===== src/rtl/router_input_port.sv =====
// NoC router input port: DEPTH-entry flit FIFO, XY route computation for packet heads,
// one-hot output-port request to the switch allocator and credit return upstream.
module router_input_port #(
    parameter int FLIT_WIDTH = 76,
    parameter int DEPTH      = 4,
    parameter int COORD_W    = 4,
    parameter int CUR_X      = 0,
    parameter int CUR_Y      = 0
) (
    input  logic                  clk,
    input  logic                  rst,
    input  logic                  in_valid,
    input  logic [FLIT_WIDTH-1:0] in_flit,
    output logic                  credit_out,
    output logic [4:0]            req,
    input  logic                  grant,
    output logic                  out_valid,
    output logic [FLIT_WIDTH-1:0] out_flit,
    output logic                  err,
    output logic                  fsm_state
);

    localparam int AW = (DEPTH > 1) ? $clog2(DEPTH) : 1;
    localparam logic [COORD_W-1:0] CX = COORD_W'(CUR_X);
    localparam logic [COORD_W-1:0] CY = COORD_W'(CUR_Y);
    localparam logic [AW:0] FULL_COUNT = (AW + 1)'(DEPTH);

    localparam logic [1:0] T_HEAD = 2'b01;
    localparam logic [1:0] T_TAIL = 2'b10;

    typedef enum logic {IDLE = 1'b0, ACTIVE = 1'b1} state_t;

    // Valid/ready style handshake: the allocator's grant acts as "ready" and is only
    // honoured while req != 0; a transfer happens on the rising edge where both hold.
    logic [FLIT_WIDTH-1:0] mem [DEPTH];
    logic [AW-1:0]         wr_ptr, rd_ptr;
    logic [AW:0]           count;
    state_t                state;
    logic [4:0]            route_q;

    logic [FLIT_WIDTH-1:0] head;
    logic [1:0]            head_type;
    logic [COORD_W-1:0]    dst_x, dst_y;
    logic [4:0]            head_route;
    logic                  empty, full, head_bearing;
    logic                  fwd, discard, deq, enq, overflow;

    assign head         = mem[rd_ptr];
    assign head_type    = head[FLIT_WIDTH-1:FLIT_WIDTH-2];
    assign dst_x        = head[FLIT_WIDTH-3 -: COORD_W];
    assign dst_y        = head[FLIT_WIDTH-3-COORD_W -: COORD_W];
    assign head_bearing = head_type[0];
    assign empty        = (count == '0);
    assign full         = (count == FULL_COUNT);

    always_comb begin
        head_route = 5'b00001;
        if (dst_x > CX)      head_route = 5'b01000;
        else if (dst_x < CX) head_route = 5'b10000;
        else if (dst_y > CY) head_route = 5'b00010;
        else if (dst_y < CY) head_route = 5'b00100;
    end

    always_comb begin
        req = 5'b00000;
        if (!empty) begin
            if (state == ACTIVE)   req = route_q;
            else if (head_bearing) req = head_route;
        end
    end

    // A BODY/TAIL at the head while idle has no route; it is dropped without a grant.
    assign fwd       = grant && (req != 5'b00000);
    assign discard   = (state == IDLE) && !empty && !head_bearing;
    assign deq       = fwd || discard;
    assign enq       = in_valid && (!full || deq);
    assign overflow  = in_valid && full && !deq;
    assign out_valid = fwd;
    assign out_flit  = head;
    assign fsm_state = (state == ACTIVE);

    always_ff @(posedge clk) begin
        if (enq) mem[wr_ptr] <= in_flit;
    end

    always_ff @(posedge clk or negedge rst) begin
        if (!rst) begin
            wr_ptr     <= '0;
            rd_ptr     <= '0;
            count      <= '0;
            state      <= IDLE;
            route_q    <= 5'b00000;
            credit_out <= 1'b0;
            err        <= 1'b0;
        end else begin
            if (enq) wr_ptr <= wr_ptr + AW'(1);
            if (deq) rd_ptr <= rd_ptr + AW'(1);
            case ({enq, deq})
                2'b10:   count <= count + (AW + 1)'(1);
                2'b01:   count <= count - (AW + 1)'(1);
                default: count <= count;
            endcase
            credit_out <= deq;
            if (overflow || discard || (state == ACTIVE && fwd && head_bearing))
                err <= 1'b1;
            case (state)
                IDLE: begin
                    if (fwd && head_type == T_HEAD) begin
                        route_q <= head_route;
                        state   <= ACTIVE;
                    end
                end
                ACTIVE: begin
                    if (fwd && head_type == T_TAIL) state <= IDLE;
                end
                default: state <= IDLE;
            endcase
        end
    end

endmodule


===== config.mk =====
export PLATFORM = sky130hd
export DESIGN_NAME = router_input_port
export DESIGN_NICKNAME = d
export VERILOG_FILES = /design/src/rtl/router_input_port.sv
export SDC_FILE = /design/constraint.sdc
export NUM_CORES = 1
export LEC_CHECK = 0
export BUFFER_PORTS_ARGS = -buffer_cell sky130_fd_sc_hd__buf_2
export CORE_MARGIN = 2
export CORE_UTILIZATION = 51
export DETAILED_ROUTE_END_ITERATION = 16
export HOLD_SLACK_MARGIN = 0.12
export PLACE_DENSITY = 0.76
export SLEW_MARGIN = 20
export SYNTH_ARGS = -nofsm -noshare
export SYNTH_HDL_FRONTEND = slang
export SYNTH_SLANG_ARGS = --single-unit

===== constraint.sdc =====
create_clock -name clk -period 4.2 [get_ports clk]
set_clock_uncertainty 0.15 [all_clocks]
set_input_delay 0.63 -clock clk [delete_from_list [all_inputs] [get_ports clk]]
set_output_delay 0.63 -clock clk [all_outputs]
set_load 0.05 [all_outputs]

==> summary.txt, run 1 <==
Setup path
  • FF-to-FF Start: rd_ptr[1]$_DFFE_PN0N_
  • Setup crit end: req[0]
  • Critical path type: register to output port
  • FF-to-FF setup slack: 0.83 ns
  • Worst path required time: 3.42 ns
  • CP endpoint kind: output port
  • Worst r2r dst: count[2]$_DFFE_PN0P_
  • Worst Setup SP: rd_ptr[1]$_DFFE_PN0N_
  • R2r worst-path depth: 9
  • Worst EP arrival: 2.96 ns
  • Crit Path Max Fanout: 38
  • Startpoint types: register
  • CP Cell Sequence: mux4_2 -> or4_1 -> or2_1 -> o22ai_1 -> buf_2
  • Worst path max stage delay: around 0.78 ns
  • Slowest CP cell: dfrtp_4

Synth
  • Post-Synth XOR/XNOR Area: 0.370%
  • Most frequent cell after synthesis: edfxtp_1
  • Compound-Gate Fraction of Synth Area: 1.35%
  • Mux cell area share after synthesis: between 10% and 20%
  • FFs w/ async S/R, synth: 4.10%
  • Post-Synth Adder-Cell Area: 0.592%
  • Simple-gate share of the synthesized area: 1.66%
  • Mapped Cells: roughly 500
  • Combinational family with the most area after synthesis: multiplexers
  • Commonest cells post-synth: 304 x edfxtp_1, 76 x mux4_2, 13 x dfrtp_1, 8 x inv_1, 8 x nand2_1
  • Synth top area share: 77.1%
  • Top cell type by total area after synthesis: edfxtp_1
  • Area contributors post-synth: edfxtp_1 77%, mux4_2 14%, dfrtp_1 2.7%
  • Post-synthesis cell type count: 45
  • Seq/Total Area, Yosys: between 70% and 80%
  • Yosys reg bits: between 300 and 400
  • YS warnings: 0
  • Avg Inst Size Synth: 24.0 sq um
  • Post-synth EDFFs: 304
  • Synth Flop Type: edfxtp_1
  • Syn Std Cell Area: 11800 sq um

Timing
  • Final Hold Fails: 0
  • Normalized max-slew margin: 44.8%
  • Worst Hold Slack: roughly 0.19 ns
  • Crit share post-route: 89.1%
  • Fin crit period: 3.74 ns
  • Slew Viols, Final: 0
  • Slew of the pin with the lowest slew margin: 0.822 ns
  • TNS Setup: 0 ns
  • # setup viols final: 0
  • Fmax: 267 MHz
  • Setup ws final: 0.456 ns
  • RSZ-0062 raised after global routing: false

Clock network
  • CTS sink count: about 320
  • CTS Buf Count: 34
  • Worst-skew pair later-pin latency: 0.50 ns
  • PostCTS Resize Cnt: 0
  • Clk buf depth: 3
  • CTS tree: yes
  • CTS clock-pin slew for the worst setup and hold paths: 0.06 ns
  • # Post-CTS Setup Buffers: 0
  • CTS HTree Levels: 2
  • Root Driver: clkbuf_16

Job
  • Max cap viols: 0

Outcome
  • Status: complete, no violations

Floorplanning
  • Die Y: 156 um
  • Starting density of the core: 52.1%
  • Placement Rows: 55
  • Core area: 22700 sq um
  • Die width: 156 um
  • Die footprint: 24500 sq um
  • I/O pins: 165

Global route
  • First-pass GRT wire length: 33500 um
  • Largest net degree at the start of global routing: 51
  • GR Util All Layers: 18.4%
  • Initial antenna violation count: 1
  • Grt total ovfl: 0
  • Vias in the first global route: 5885

Routing
  • DRT iter0 DRCs: 431
  • Pre-antenna DRT Iters: 5
  • Routed WL per cell: 22.0 um
  • Via density: between 5 and 6
  • Via count: 5597
  • Antenna Nets Post-Route: 0
  • DRC: 0
  • Detailed Route WL: 21800 um

Power
  • Peak supply drop: 0.543 mV
  • Leakage: 0.00489 uW
  • PD cells: 841 nW/um^2

Cells and area
  • NumNets Final: 767
  • FILL cells: 1549
  • Non-filler instance count after layout: 992
  • Share of layout cells above drive strength 1: 43.9%
  • Area growth from synthesis to layout: 19.6%

Placement
  • GP Congestion: 0.743
  • Placed insts: between 900 and 1000
  • Pre-CTS WS: roughly 0.83 ns
  • Post-DP HPWL: 13100 um
  • Port buffer count: 162

Worst hold path
  • Hold Path Class: input port to register
## metrics by stage
step                utilization, %  total power (uW)  cell area [sq um]
finish                        62.4             11900              14200
global route                  62.4             12400              14200
CTS                           62.4             12100              14200
detailed placement            57.4              9120              13000
global placement              57.4              9010              13000
floorplan                        -              8010              11900
## cell type report
class                      instances  area [sq um]  share of cell area, %
sequential                       317          9460                   66.8
multi-input combinational        147          2250                   15.9
timing repair buffer             174           953                   6.73
clock buffer                      40           883                   6.24
tap                              285           357                   2.52
clock inverter                    20           225                   1.59
inverter                           8          30.0                  0.212
antenna                            1          2.50                 0.0177
## critical path, delay by kind of cell, from the launching register on
family / cells / cell delay [ns]
multiplexers: 1 / 0.42
flip-flops: 1 / 0.78
AND/OR/NAND/NOR: 2 / 0.86
AO/OA/AOI/OAI: 1 / 0.12
buffers and inverters: 1 / 0.28
## how the worst min path moves through the flow
stage	start	end	slack (ns)	cells past startpoint
5_1_grt	in_flit[72]	mem[3][72]$_DFFE_PP_	0.18	1
3_3_place_gp	err$_DFFE_PN0P_	err$_DFFE_PN0P_	0.32	2
3_5_place_dp	err$_DFFE_PN0P_	err$_DFFE_PN0P_	0.31	2
6_report	in_flit[21]	mem[3][21]$_DFFE_PP_	0.19	1
2_1_floorplan	rst	count[0]$_DFFE_PN0P_	0.18	0
4_1_cts	in_flit[43]	mem[0][43]$_DFFE_PP_	0.17	1
## state kept, by name, summed over array words and instances (netlist names)
name,count
wr_ptr,2
fsm_state,1
credit_out,1
route_q,3
rd_ptr,2
err,1
count,3
mem,304
## logic make-up (layout without fill, tap and decap cells)
family | count (synthesis) | count (layout)
AOI/OAI and AO/OA | 19 | 19
xor gates and xnor gates | 5 | 5
adders and majority gates | 5 | 5
buffers and inverters | 31 | 242
DFF | 317 | 317
muxes | 81 | 81
other | 1 | 3
and+or+nand+nor | 35 | 35
## metal layers
metal / GRT usage, % / wire (um) / vias to the layer above
met5: 0 / 0 / -
met1: 25.2 / 9050 / 2891
met2: 29.8 / 10900 / 199
met3: 4.51 / 1450 / 51
li1: - / - / 2456
met4: 5.50 / 484 / 0
## placed cells by master (no fill, tap or decap), drive strengths merged, types with 3 or more instances in the layout
cell        n
edfxtp    304
buf       173
mux4       76
clkbuf     40
dfrtp      13
clkinv     12
inv         8
nand2       8
nor2        6
nor3        5
and2        4
ha          4
clkinvlp    4
bufinv      4
o22ai       3
mux2i       3
xor2        3
## what timing repair did
| item | 4_1_cts | 5_1_grt |
|---|---|---|
| setup endpoints to repair | 0 | 0 |
| endpoints found under the hold margin | 13 | 0 |
| hold buffers | 1 | 0 |
## power breakdown
part	leakage, uW	total (uW)	switching [uW]	internal [uW]
sequential	0.00294	4450	278	4170
clock	0.000528	2910	1150	1760
combinational	0.00142	4560	3190	1370
Note: power is estimated with default switching activity, not from simulation.
==> run 2: changes to the inputs <==
- CTS_CLUSTER_DIAMETER: unset -> 120
- PLACE_DENSITY: 0.76 -> 0.75
==> run 2 against run 1 <==
Highest routed layer is now met5; routed wire length is 1.9% lower; sequential power is essentially flat; global-route usage is 0.68 points lower; via count up 0.48%; utilization decreased by 0.58 points; critical path depth unchanged; critical endpoint unchanged; register-to-register slack about the same; total power shrank 2.9%; clock power decreased by 12%; setup slack lost 0.035 ns; combinational power about the same; critical path type unchanged.
==> summary.txt, run 2 (synthesized netlist as in run 1, its figures left out) <==
Floorplanning
  • I/O pins: 165
  • Core area: between 20000 and 25000 sq um
  • Starting density of the core: 52.1%
  • Die footprint: 24500 sq um
  • Placement Rows: 55
  • Die width: ~160 um
  • Die Y: between 150 and 200 um

Global route
  • Initial antenna violation count: 4
  • GR Util All Layers: 17.7%
  • Grt total ovfl: 0
  • Largest net degree at the start of global routing: 43
  • Vias in the first global route: approximately 6000
  • First-pass GRT wire length: 33000 um

Clock network
  • Worst-skew pair later-pin latency: 0.53 ns
  • CTS clock-pin slew for the worst setup and hold paths: 0.06 ns
  • # Post-CTS Setup Buffers: 0
  • CTS Buf Count: 30
  • CTS HTree Levels: 1
  • CTS tree: yes
  • CTS sink count: about 320
  • Clk buf depth: 3
  • Root Driver: clkbuf_16

Timing
  • Worst Hold Slack: 0.148 ns
  • Normalized max-slew margin: 44.1%
  • Slew Viols, Final: 0
  • Slew of the pin with the lowest slew margin: 0.832 ns
  • Crit share post-route: 90.0%
  • Fmax: 265 MHz
  • TNS Setup: 0 ns
  • RSZ-0062 raised after global routing: false
  • Fin crit period: roughly 3.8 ns
  • Final Hold Fails: 0
  • # setup viols final: 0

Cells and area
  • Multi-input gate area: between 2000 and 2500 sq um
  • Most frequent cells in the layout: 304 x edfxtp_1, 162 x buf_2, 76 x mux4_2
  • Largest regs: mem x304, count x3, route_q x3
  • Leading cell type in the layout, fill and taps excluded: edfxtp_1
  • Share of layout cells above drive strength 1: 44.0%
  • Area growth from synthesis to layout: 18.5%
  • Largest register FFs: 304
  • NumNets Final: approximately 770
  • FF+latch area: approximately 9500 sq um
  • Top reg by flops: mem
  • FILL cells: 1559

Setup path
  • FF-to-FF Start: rd_ptr[0]$_DFFE_PN0N_
  • R2r worst-path depth: 5
  • FF-to-FF setup slack: 0.83 ns
  • CP endpoint kind: output port
  • Startpoint types: register
  • Crit Path Max Fanout: 18
  • Worst path required time: 3.42 ns
  • Worst EP arrival: 3.00 ns
  • Worst r2r dst: mem[3][60]$_DFFE_PP_
  • Critical path type: register to output port

Routing
  • Antenna Nets Post-Route: 0
  • Routed WL per cell: 21.6 um
  • DRT iter0 DRCs: 461
  • Detailed Route WL: 21400 um
  • Via count: 5624
  • Via density: 5.66
  • Pre-antenna DRT Iters: 4
  • DRC: 0

Worst hold path
  • Hold path cells: 1
  • Hold Path Class: input port to register
  • Min-delay src: in_flit[43]
  • Hold Crit Endpoint: mem[0][43]$_DFFE_PP_

Power
  • Leakage: 0.00486 uW
  • PD cells: just over 800 nW/um^2
  • Peak supply drop: 0.601 mV

Placement
  • GP Congestion: 0.774
  • Post-DP HPWL: between 10000 and 15000 um
  • Port buffer count: 162

Outcome
  • Status: complete, no violations

Job
  • Max cap viols: 0
[run 2: cell types whose count changed in the layout (fill, tap and decap cells not counted), moves of 3 or more]
| cell | previous run | this run |
|---|---|---|
| clkbuf_16 | 34 | 30 |
| clkbuf_1 | 5 | 2 |
| clkinv_2 | 4 | 8 |
| clkinv_1 | 6 | 9 |
| buf_4 | 7 | 14 |
| clkinvlp_4 | 4 | 1 |
[run 2: what timing repair did]
| item | CTS | global route |
|---|---|---|
| endpoints found under the hold margin | 13 | 0 |
| hold buffers | 1 | 0 |
| gates resized for setup | 0 | 0 |
[run 2: routing by layer]
| metal | track usage [%] | part of all wire, % | up-vias | routed length (um) |
|---|---|---|---|---|
| li1 | - | - | 2468 | - |
| met1 | 22.4 | 39 | 2935 | 8380 |
| met2 | 30.5 | 51 | 179 | 11000 |
| met5 | 0 | 0.13 | - | 28 |
| met3 | 4.79 | 7.2 | 36 | 1550 |
| met4 | 4.89 | 2.2 | 6 | 463 |
[run 2: worst max path at each step]
stage                                     start                   end
final                     rd_ptr[0]$_DFFE_PN0N_                req[0]
after global routing      rd_ptr[0]$_DFFE_PN0N_                req[0]
after CTS                 rd_ptr[0]$_DFFE_PN0N_                req[0]
after global placement    rd_ptr[0]$_DFFE_PN0N_  mem[3][43]$_DFFE_PP_
after detailed placement  rd_ptr[0]$_DFFE_PN0N_  mem[3][44]$_DFFE_PP_
after floorplan           rd_ptr[0]$_DFFE_PN0N_                req[0]
[run 2: worst max-delay path, cell delays in order, from the launching register on]
cell and delay (ns):
dfrtp_4 0.66, mux4_2 0.56, or4_4 0.58, or2_1 0.24, o22ai_1 0.12, buf_2 0.28
[run 2: per-stage QoR]
step | worst slack [ns] | power [uW] | cells | util [%] | instance area (sq um)
after floorplan | 0.597 | 8010 | 495 | - | 11900
after global placement | 0.867 | 9000 | 935 | 57.5 | 13100
after detailed placement | 0.829 | 9100 | 935 | 57.5 | 13100
after CTS | 0.364 | 11700 | 992 | 61.8 | 14000
after global routing | 0.241 | 12000 | 992 | 61.8 | 14000
final | 0.421 | 11600 | 993 | 61.8 | 14000
[run 2: power by group]
part           switching (uW)  leakage (uW)  internal [uW]
logic                    3200       0.00144           1370
registers                 262       0.00294           4170
clock network            1080      0.000475           1490
[run 2: cell type report]
type                    instances  area share [%]
diodes                          1          0.0178
clock buffers                  32            5.40
clock inverters                24            1.46
inverters                       8           0.214
multi-input cells             147            16.0
flip-flops and latches        317            67.4
well taps                     285            2.54
repair buffers                179            6.88
